File: config.mk
export PLATFORM = sky130hd
export DESIGN_NAME = mem_wb
export DESIGN_NICKNAME = d
export VERILOG_FILES = /design/src/rtl/mem_wb_pkg.sv /design/src/rtl/mem_wb_load_align.sv /design/src/rtl/mem_wb.sv
export SDC_FILE = /design/constraint.sdc
export NUM_CORES = 1
export LEC_CHECK = 0
export BUFFER_PORTS_ARGS = -buffer_cell sky130_fd_sc_hd__buf_2
export CORE_UTILIZATION = 45
export DETAILED_ROUTE_END_ITERATION = 8
export GPL_ROUTABILITY_DRIVEN = 0
export PLACE_DENSITY = 0.78
export SLEW_MARGIN = 15
export SYNTH_ARGS = -nofsm -noshare
export SYNTH_HDL_FRONTEND = slang
export SYNTH_SLANG_ARGS = --single-unit
File: constraint.sdc
create_clock -name clk -period 2 [get_ports clk]
set_input_delay 0.1 -clock clk [delete_from_list [all_inputs] [get_ports clk]]
set_output_delay 0.1 -clock clk [all_outputs]
set_load 0.01 [all_outputs]
File: src/rtl/mem_wb_pkg.sv
// Shared widths, load-op encodings and the MEM/WB stage payload.
package mem_wb_pkg;

    localparam int unsigned DW        = 32;
    localparam int unsigned AW        = 5;
    localparam int unsigned STALL_W   = 6;
    localparam int unsigned LOAD_OP_W = 3;
    localparam int unsigned STALL_MEM = 4;
    localparam int unsigned STALL_WB  = 5;

    localparam logic [LOAD_OP_W-1:0] LOAD_LW  = 3'd0;
    localparam logic [LOAD_OP_W-1:0] LOAD_LB  = 3'd1;
    localparam logic [LOAD_OP_W-1:0] LOAD_LBU = 3'd2;
    localparam logic [LOAD_OP_W-1:0] LOAD_LH  = 3'd3;
    localparam logic [LOAD_OP_W-1:0] LOAD_LHU = 3'd4;

    typedef struct packed {
        logic                 valid;
        logic [AW-1:0]        wd;
        logic                 wreg;
        logic [DW-1:0]        wdata;
        logic                 is_load;
        logic [LOAD_OP_W-1:0] load_op;
        logic [1:0]           addr_lo;
        logic                 whilo;
        logic [DW-1:0]        hi;
        logic [DW-1:0]        lo;
    } mem_entry_t;

endpackage

File: src/rtl/mem_wb_load_align.sv
// Big-endian load extraction and sign/zero extension with misalignment detect.
module mem_wb_load_align
    import mem_wb_pkg::*;
(
    input  logic [DW-1:0]        word_i,
    input  logic [LOAD_OP_W-1:0] op_i,
    input  logic [1:0]           addr_lo_i,
    output logic [DW-1:0]        data_o,
    output logic                 err_o
);

    logic [4:0]  byte_sh;
    logic [7:0]  byte_v;
    logic [15:0] half_v;

    // Byte 0 lives in bits 31:24, so the shift is 8 * (3 - addr_lo).
    assign byte_sh = {~addr_lo_i, 3'b000};
    assign byte_v  = word_i[byte_sh +: 8];
    assign half_v  = addr_lo_i[1] ? word_i[15:0] : word_i[31:16];

    always_comb begin
        data_o = word_i;
        err_o  = 1'b0;
        case (op_i)
            LOAD_LB:  data_o = {{(DW-8){byte_v[7]}}, byte_v};
            LOAD_LBU: data_o = {{(DW-8){1'b0}}, byte_v};
            LOAD_LH: begin
                data_o = {{(DW-16){half_v[15]}}, half_v};
                err_o  = addr_lo_i[0];
            end
            LOAD_LHU: begin
                data_o = {{(DW-16){1'b0}}, half_v};
                err_o  = addr_lo_i[0];
            end
            LOAD_LW:  err_o = (addr_lo_i != 2'b00);
            default:  data_o = word_i;
        endcase
    end

endmodule

File: src/rtl/mem_wb.sv
// MEM/WB pipeline register: load alignment, regfile write port and HI/LO state.
module mem_wb
    import mem_wb_pkg::*;
(
    input  logic                 clk,
    input  logic                 rst_n,
    input  logic [STALL_W-1:0]   stall,
    input  logic                 flush,
    input  logic [AW-1:0]        mem_wd,
    input  logic                 mem_wreg,
    input  logic [DW-1:0]        mem_wdata,
    input  logic                 mem_is_load,
    input  logic [LOAD_OP_W-1:0] mem_load_op,
    input  logic [1:0]           mem_addr_lo,
    input  logic                 mem_whilo,
    input  logic [DW-1:0]        mem_hi,
    input  logic [DW-1:0]        mem_lo,
    input  logic [DW-1:0]        dmem_rdata,
    output logic                 wb_we,
    output logic [AW-1:0]        wb_waddr,
    output logic [DW-1:0]        wb_wdata,
    output logic                 wb_align_err,
    output logic [DW-1:0]        hi_o,
    output logic [DW-1:0]        lo_o
);

    mem_entry_t    entry_q, entry_d;
    logic [DW-1:0] cap_q, cap_d;
    logic          cap_flag_q, cap_flag_d;
    logic [DW-1:0] hi_q, lo_q;
    logic [DW-1:0] align_src;
    logic [DW-1:0] aligned;
    logic          align_err_raw;
    logic          load_err;
    logic          unused_stall;

    assign unused_stall = ^stall[STALL_MEM-1:0];

    // Stage update: flush/bubble beats capture beats hold; RAM word latched on first held cycle.
    always_comb begin
        entry_d    = entry_q;
        cap_d      = cap_q;
        cap_flag_d = cap_flag_q;
        if (flush || (stall[STALL_MEM] && !stall[STALL_WB])) begin
            entry_d    = '0;
            cap_flag_d = 1'b0;
        end else if (!stall[STALL_MEM]) begin
            entry_d = '{valid:   1'b1,
                        wd:      mem_wd,
                        wreg:    mem_wreg,
                        wdata:   mem_wdata,
                        is_load: mem_is_load,
                        load_op: mem_load_op,
                        addr_lo: mem_addr_lo,
                        whilo:   mem_whilo,
                        hi:      mem_hi,
                        lo:      mem_lo};
            cap_flag_d = 1'b0;
        end else if (entry_q.valid && entry_q.is_load && !cap_flag_q) begin
            cap_d      = dmem_rdata;
            cap_flag_d = 1'b1;
        end
    end

    always_ff @(posedge clk or negedge rst_n) begin
        if (!rst_n) begin
            entry_q    <= '0;
            cap_q      <= '0;
            cap_flag_q <= 1'b0;
            hi_q       <= '0;
            lo_q       <= '0;
        end else begin
            entry_q    <= entry_d;
            cap_q      <= cap_d;
            cap_flag_q <= cap_flag_d;
            if (entry_q.valid && entry_q.whilo) begin
                hi_q <= entry_q.hi;
                lo_q <= entry_q.lo;
            end
        end
    end

    assign align_src = cap_flag_q ? cap_q : dmem_rdata;

    mem_wb_load_align u_load_align (
        .word_i    (align_src),
        .op_i      (entry_q.load_op),
        .addr_lo_i (entry_q.addr_lo),
        .data_o    (aligned),
        .err_o     (align_err_raw)
    );

    assign load_err     = entry_q.valid & entry_q.is_load & align_err_raw;
    assign wb_align_err = load_err;
    assign wb_we        = entry_q.valid & entry_q.wreg & ~load_err;
    assign wb_waddr     = entry_q.valid ? entry_q.wd : '0;
    assign wb_wdata     = !entry_q.valid  ? '0 :
                          entry_q.is_load ? aligned : entry_q.wdata;

    // Same-cycle bypass so a reader in this cycle sees the value being committed.
    assign hi_o = (entry_q.valid && entry_q.whilo) ? entry_q.hi : hi_q;
    assign lo_o = (entry_q.valid && entry_q.whilo) ? entry_q.lo : lo_q;

endmodule

Word-level counts from Yosys, hierarchy flattened

Index checks and enable logic that the tools add are counted.

Input port bits: 150
Output and inout bits: 103
Flip-flop bits (word level): 207
Logic and storage cells: 53

Shift operators: 1
Muxes and demuxes: 14
Eq/ne operators: 6
Reductions and logical operators: 11
Bitwise gates (word level): 7

Operators by type and width:

| cell                 | count |
|---|---|
| $mux W110            | 2 |
| $mux W32             | 5 |
| $pmux W32 S4         | 1 |
| $shiftx A32 B6 Y8    | 1 |
| $mux W16             | 1 |
| $eq A3 B2 Y1 const B | 2 |
| $mux W5              | 1 |
| $and A1 B1 Y1        | 4 |
| $logic_and A1 B1 Y1  | 4 |
| $eq A3 B1 Y1 const B | 1 |
| $eq A3 B3 Y1 const B | 1 |
| $logic_not A3 Y1     | 1 |
| $mux W1              | 3 |
| $ne A3 B1 Y1 const B | 1 |
| $reduce_and A3 Y1    | 1 |
| $logic_not A1 Y1     | 2 |
| $ne A2 B1 Y1 const B | 1 |
| $not A1 Y1           | 2 |
| $not A2 Y2           | 1 |
| $pmux W1 S2          | 1 |
| $reduce_bool A2 Y1   | 1 |
| $reduce_or A2 Y1     | 1 |
| $logic_or A1 B1 Y1   | 1 |

Logic depth before layout (Yosys ltp)

Depth in word-level cells: 6
Mapped depth: 7
Mapped depth without buffers: 4

Cells and area by module

From an unflattened synthesis, not the netlist that was laid out.

Cells, all modules: 733
Area, all modules: 9623.0 um^2

Modules (own cells, without submodules):

| module            | cells an instance | instances | sequential area each (um^2) | area an instance (um^2) |
|---|---|---|---|---|
| mem_wb            | 570               | 1         | 5180.0                      | 8541.9 |
| mem_wb_load_align | 163               | 1         | 0.0                         | 1081.0 |

Worst setup path after synthesis

OpenSTA, ideal clock, no wires.

Kind: flip-flop to output port
Start: register cap_flag_q
End: output port wb_wdata[20]
Stages on the path, launching flop included: 7
Path slack: 181 ps
Required time: 1900 ps
Buffers on the path: 2
Data arrival time: 1719 ps
Path through: dfrtp_1 -> buf_6 -> mux4_2 -> a21oi_1 -> nor4_4 -> buf_6 -> a22o_1

Cells in the longest elaborated chain, start to end: 5
Elaborated cells on any way between the ends: 6
Classes of those cells: 1 x shift; 5 x mux

RTL lines:

| what                                                 | RTL line                                         | RTL |
|---|---|---|
| from (decl)                                          | mem_wb.sv:29                                     | `logic cap_flag_q, cap_flag_d;` |
| from (signal assigned)                               | mem_wb.sv:75                                     | `cap_flag_q <= cap_flag_d;` |
| $mux W32 (*)                                         | mem_wb.sv:83                                     | `assign align_src = cap_flag_q ? cap_q : dmem_rdata;` |
| $shiftx A32 B6 Y8 / $mux W16 (equally long branches) | mem_wb_load_align.sv:18, mem_wb_load_align.sv:19 |  |
| $pmux W32 S4 (*)                                     | mem_wb_load_align.sv:24                          | `case (op_i)` |
| $mux W32 (*)                                         | mem_wb.sv:98                                     | `entry_q.is_load ? aligned : entry_q.wdata;` |
| $mux W32 (*)                                         | mem_wb.sv:97                                     | `assign wb_wdata = !entry_q.valid ? '0 :` |
| to (decl)                                            | mem_wb.sv:21                                     | `output logic [DW-1:0] wb_wdata,` |

Every way passes the cells marked *; elsewhere a longest branch is shown, timed or not.

Worst setup path after layout

Start: register cap_flag_q
End: output port wb_wdata[7]

Same word-level chain as after synthesis.

==> out/metrics.cfg <==
[status]
outcome = complete, but fails checks
violations = setup timing

[critical_path]
rrSetupSlack_ns = 0.04
startpoint_type = flip-flop
endpoint = wb_wdata[7]
worst-path-max-fanout = 3
worstPathArrival_ns = 2.57
end_kind = output pin
slowest_stage = mux4_2
crit_family = multiplexers
required_ns = 1.90
cp_num_buf_inv = 2
cp.depth = 6
rr_worst_depth = 6
r2r-end = cap_q[14]$_DFFE_PN0P_
cp_slowest_stage_delay_ns = 0.56
crit_chain = mux4_2 -> mux2_4 -> a222oi_1 -> buf_4 -> a21oi_2 -> buf_2
crit_type = reg2out
r2r_start = cap_flag_q$_DFFE_PN0P_
startpoint = cap_flag_q$_DFFE_PN0P_

[floorplan]
core_um2 = 19500
die_x_um = 143
die_y_um = 143
die_area_um2 = 20600
rows = 51
start_util_pct = 46.1
ios = 253

[power_and_ir_drop]
pwr-share-comb_pct = 19.3
p_sw_mw = 2.99
swShare_pct = 26.6
seq_power_share_pct = 42.4
p_int_mw = 8.25
vdd_drop_max_mv = 0.734
powerDensity_nw_per_um2 = 789
p_leak_nw = 7.11
p_clk_share_pct = 38.3
power.total_mw = 11.2

[cts]
cts_tree = done
cts_made_buffers = 23
clk_pin_slew_worst_paths_ns = 0.06
cts.sinks = 207
clockBufferDepth = 3
cts-root-buf = clkbuf_16
h-tree-depth = 1
clkLatencyLatePin_ns = 0.52

[sta]
setup_ws_ns = -0.671
fin_crit_ns = 2.67
maxSlewHeadroom_pct = 58.7
slew_viol_final = 0
period_share_pct = 134
setup_viol = 56
timing.fmax_mhz = 374
tightest_slew_ns = 0.618
rsz0062_at_grt = yes
finalHoldViolCount = 0
clock_skew_ns = 0.0126

[synth]
synth_top_area_cell = dfrtp_1
synth_top_area_share_pct = 57.6
netlist_instances = 659
synth_area_um2 = 9000
synth.distinct_cells = 50
synth_area_leaders = dfrtp_1 58%, mux2_2 13%, a22o_1 12%, mux2i_1 2.3%, mux4_2 2.3%
synth_warnings = 0
synth-seq-area-share_pct = 57.6
synth-seq-cells = 207
synth_nets = 809
synth.avg_cell_area_um2 = 13.7

[drt]
remaining_drc_errors = 0
drtPass1Iterations = 5
routed_wl_um = 32000
avgRoutedWirePerCell_um = 23.2
ant_nets = 0
drt-initial-drc-count = 422
num_vias = 7939
viasPerCell = 5.76

[final_layout]
mostFrequentLayoutCells = 202 x dfrtp_1, 199 x buf_2, 142 x dlygate4sd3_1
syn_to_final_growth_pct = 58.3
utilization_pct = 72.9
layout-drive-gt1-share_pct = 46.4
layout_commonest_cell = dfrtp_1
nets = 1245

[global_route]
grt_first_pass_wirelength_um = 44000
gr-total-overflow = 0
grt_max_degree = 64
grt_pass1_vias = 7964
track_usage_pct = 28.2
antenna_found_initial = 1

[min_path]
hold_path.class = in2reg

[placement]
detailed_place_hpwl_um = 16000
place.port_buffers = 248

[run]
cap_violations = 0

## layout make-up
cell class	count	area, µm²
clock buffers	33	673
repair buffers	469	4020
inverters	1	3.75
fillers	1149	5290
well taps	265	332
diodes	2	5.00
clock inverters	9	90.1
multi-input cells	393	3930
flip-flops and latches	207	5190
## cells by family (layout without fill, tap and decap cells)
family | count (synthesis) | in the layout | share of synthesized area, %
AO/OA/AOI/OAI | 186 | 186 | 17.0
buffers and inverters | 60 | 512 | 2.91
XOR/XNOR | 1 | 1 | 0.0974
multiplexers | 138 | 138 | 18.1
flip-flops | 207 | 207 | 57.6
other | 0 | 2 | 0
AND/OR/NAND/NOR | 67 | 68 | 4.30
## Yosys cell counts (all sizes together)
| library cell | count |
|---|---|
| a21o | 1 |
| a21oi | 5 |
| a222oi | 1 |
| a22o | 127 |
| a2bb2oi | 5 |
| a31oi | 9 |
| a32o | 4 |
| a32oi | 1 |
| and2 | 10 |
| and3 | 1 |
| and3b | 1 |
| buf | 19 |
| clkbuf | 40 |
| dfrtp | 207 |
| inv | 1 |
| mux2 | 108 |
| mux2i | 21 |
| mux4 | 9 |
| nand2 | 28 |
| nand2b | 3 |
| nand3b | 1 |
| nor2 | 6 |
| nor2b | 2 |
| nor3 | 2 |
| nor3b | 1 |
| nor4 | 2 |
| nor4b | 4 |
| o211a | 1 |
| o211ai | 7 |
| o21a | 2 |
| o21ai | 15 |
| o221a | 1 |
| o221ai | 2 |
| o22a | 1 |
| o22ai | 1 |
| o31ai | 1 |
| o32ai | 2 |
| or2 | 2 |
| or3 | 1 |
| or3b | 1 |
| or4 | 1 |
| or4bb | 1 |
| xnor2 | 1 |
## timing repair
item | 4_1_cts | 5_1_grt
setup endpoints to repair | 98 | 95
pin swaps | 4 | 5
gates resized for setup | 90 | 66
hold buffers | 142 | 0
cloned | 7 | 7
setup buffers | 19 | 14
endpoints found under the hold margin | 348 | 0
## metal layers
metal / track usage (%) / vias to the layer above / wire length, µm
met5: 0 / - / 0
met4: 11.3 / 0 / 1300
met3: 5.70 / 100 / 2370
met2: 48.3 / 482 / 16200
met1: 34.8 / 3973 / 12200
li1: - / 3384 / -
## flip-flops by register name, indices dropped and copies added (netlist names)
name	flops
cap_flag_q	1
cap_q	32
entry_q	110
hi_q	32
lo_q	32
## worst reg2reg max path, stage by stage (launching register included)
cell	delay, ns
dfrtp_2	0.43
buf_4	0.16
buf_8	0.14
buf_4	0.15
nor4_4	0.32
buf_12	0.26
mux2_2	0.39
## stage by stage
step,hold slack [ns],cells,setup WS [ns],instance area [µm²],setup TNS [ns]
final,0.0705,1379,-0.671,14200,-17.96
after global routing,0.0795,1377,-0.700,14200,-21.76
after CTS,0.0622,1358,-0.644,13700,-17.22
after detailed placement,0.0578,1148,-0.197,10700,-2.91
after global placement,0.0573,1148,-0.109,10700,-1.20
after floorplan,-0.196,659,0.181,9000,0
## power by group through the flow
stage / logic, mW / clock network (mW) / registers, mW
finish: 2.17 / 4.30 / 4.76
floorplan: 0.799 / 0 / 4.72
CTS: 1.92 / 4.29 / 4.72
global placement: 1.43 / 0 / 4.76
detailed placement: 1.45 / 0 / 4.79
global route: 2.29 / 4.51 / 4.79
## how the worst min path moves through the flow
stage	from	endpoint	slack, ns	cells past startpoint
2_1_floorplan	rst_n	cap_flag_q$_DFFE_PN0P_	-0.20	0
3_3_place_gp	rst_n	cap_q[22]$_DFFE_PN0P_	0.06	1
3_5_place_dp	rst_n	cap_q[22]$_DFFE_PN0P_	0.06	1
4_1_cts	flush	cap_flag_q$_DFFE_PN0P_	0.06	3
5_1_grt	stall[4]	entry_q[72]$_DFFE_PN0N_	0.08	3
6_report	stall[4]	entry_q[71]$_DFFE_PN0N_	0.07	3
Note: power is estimated with default switching activity, not from simulation.
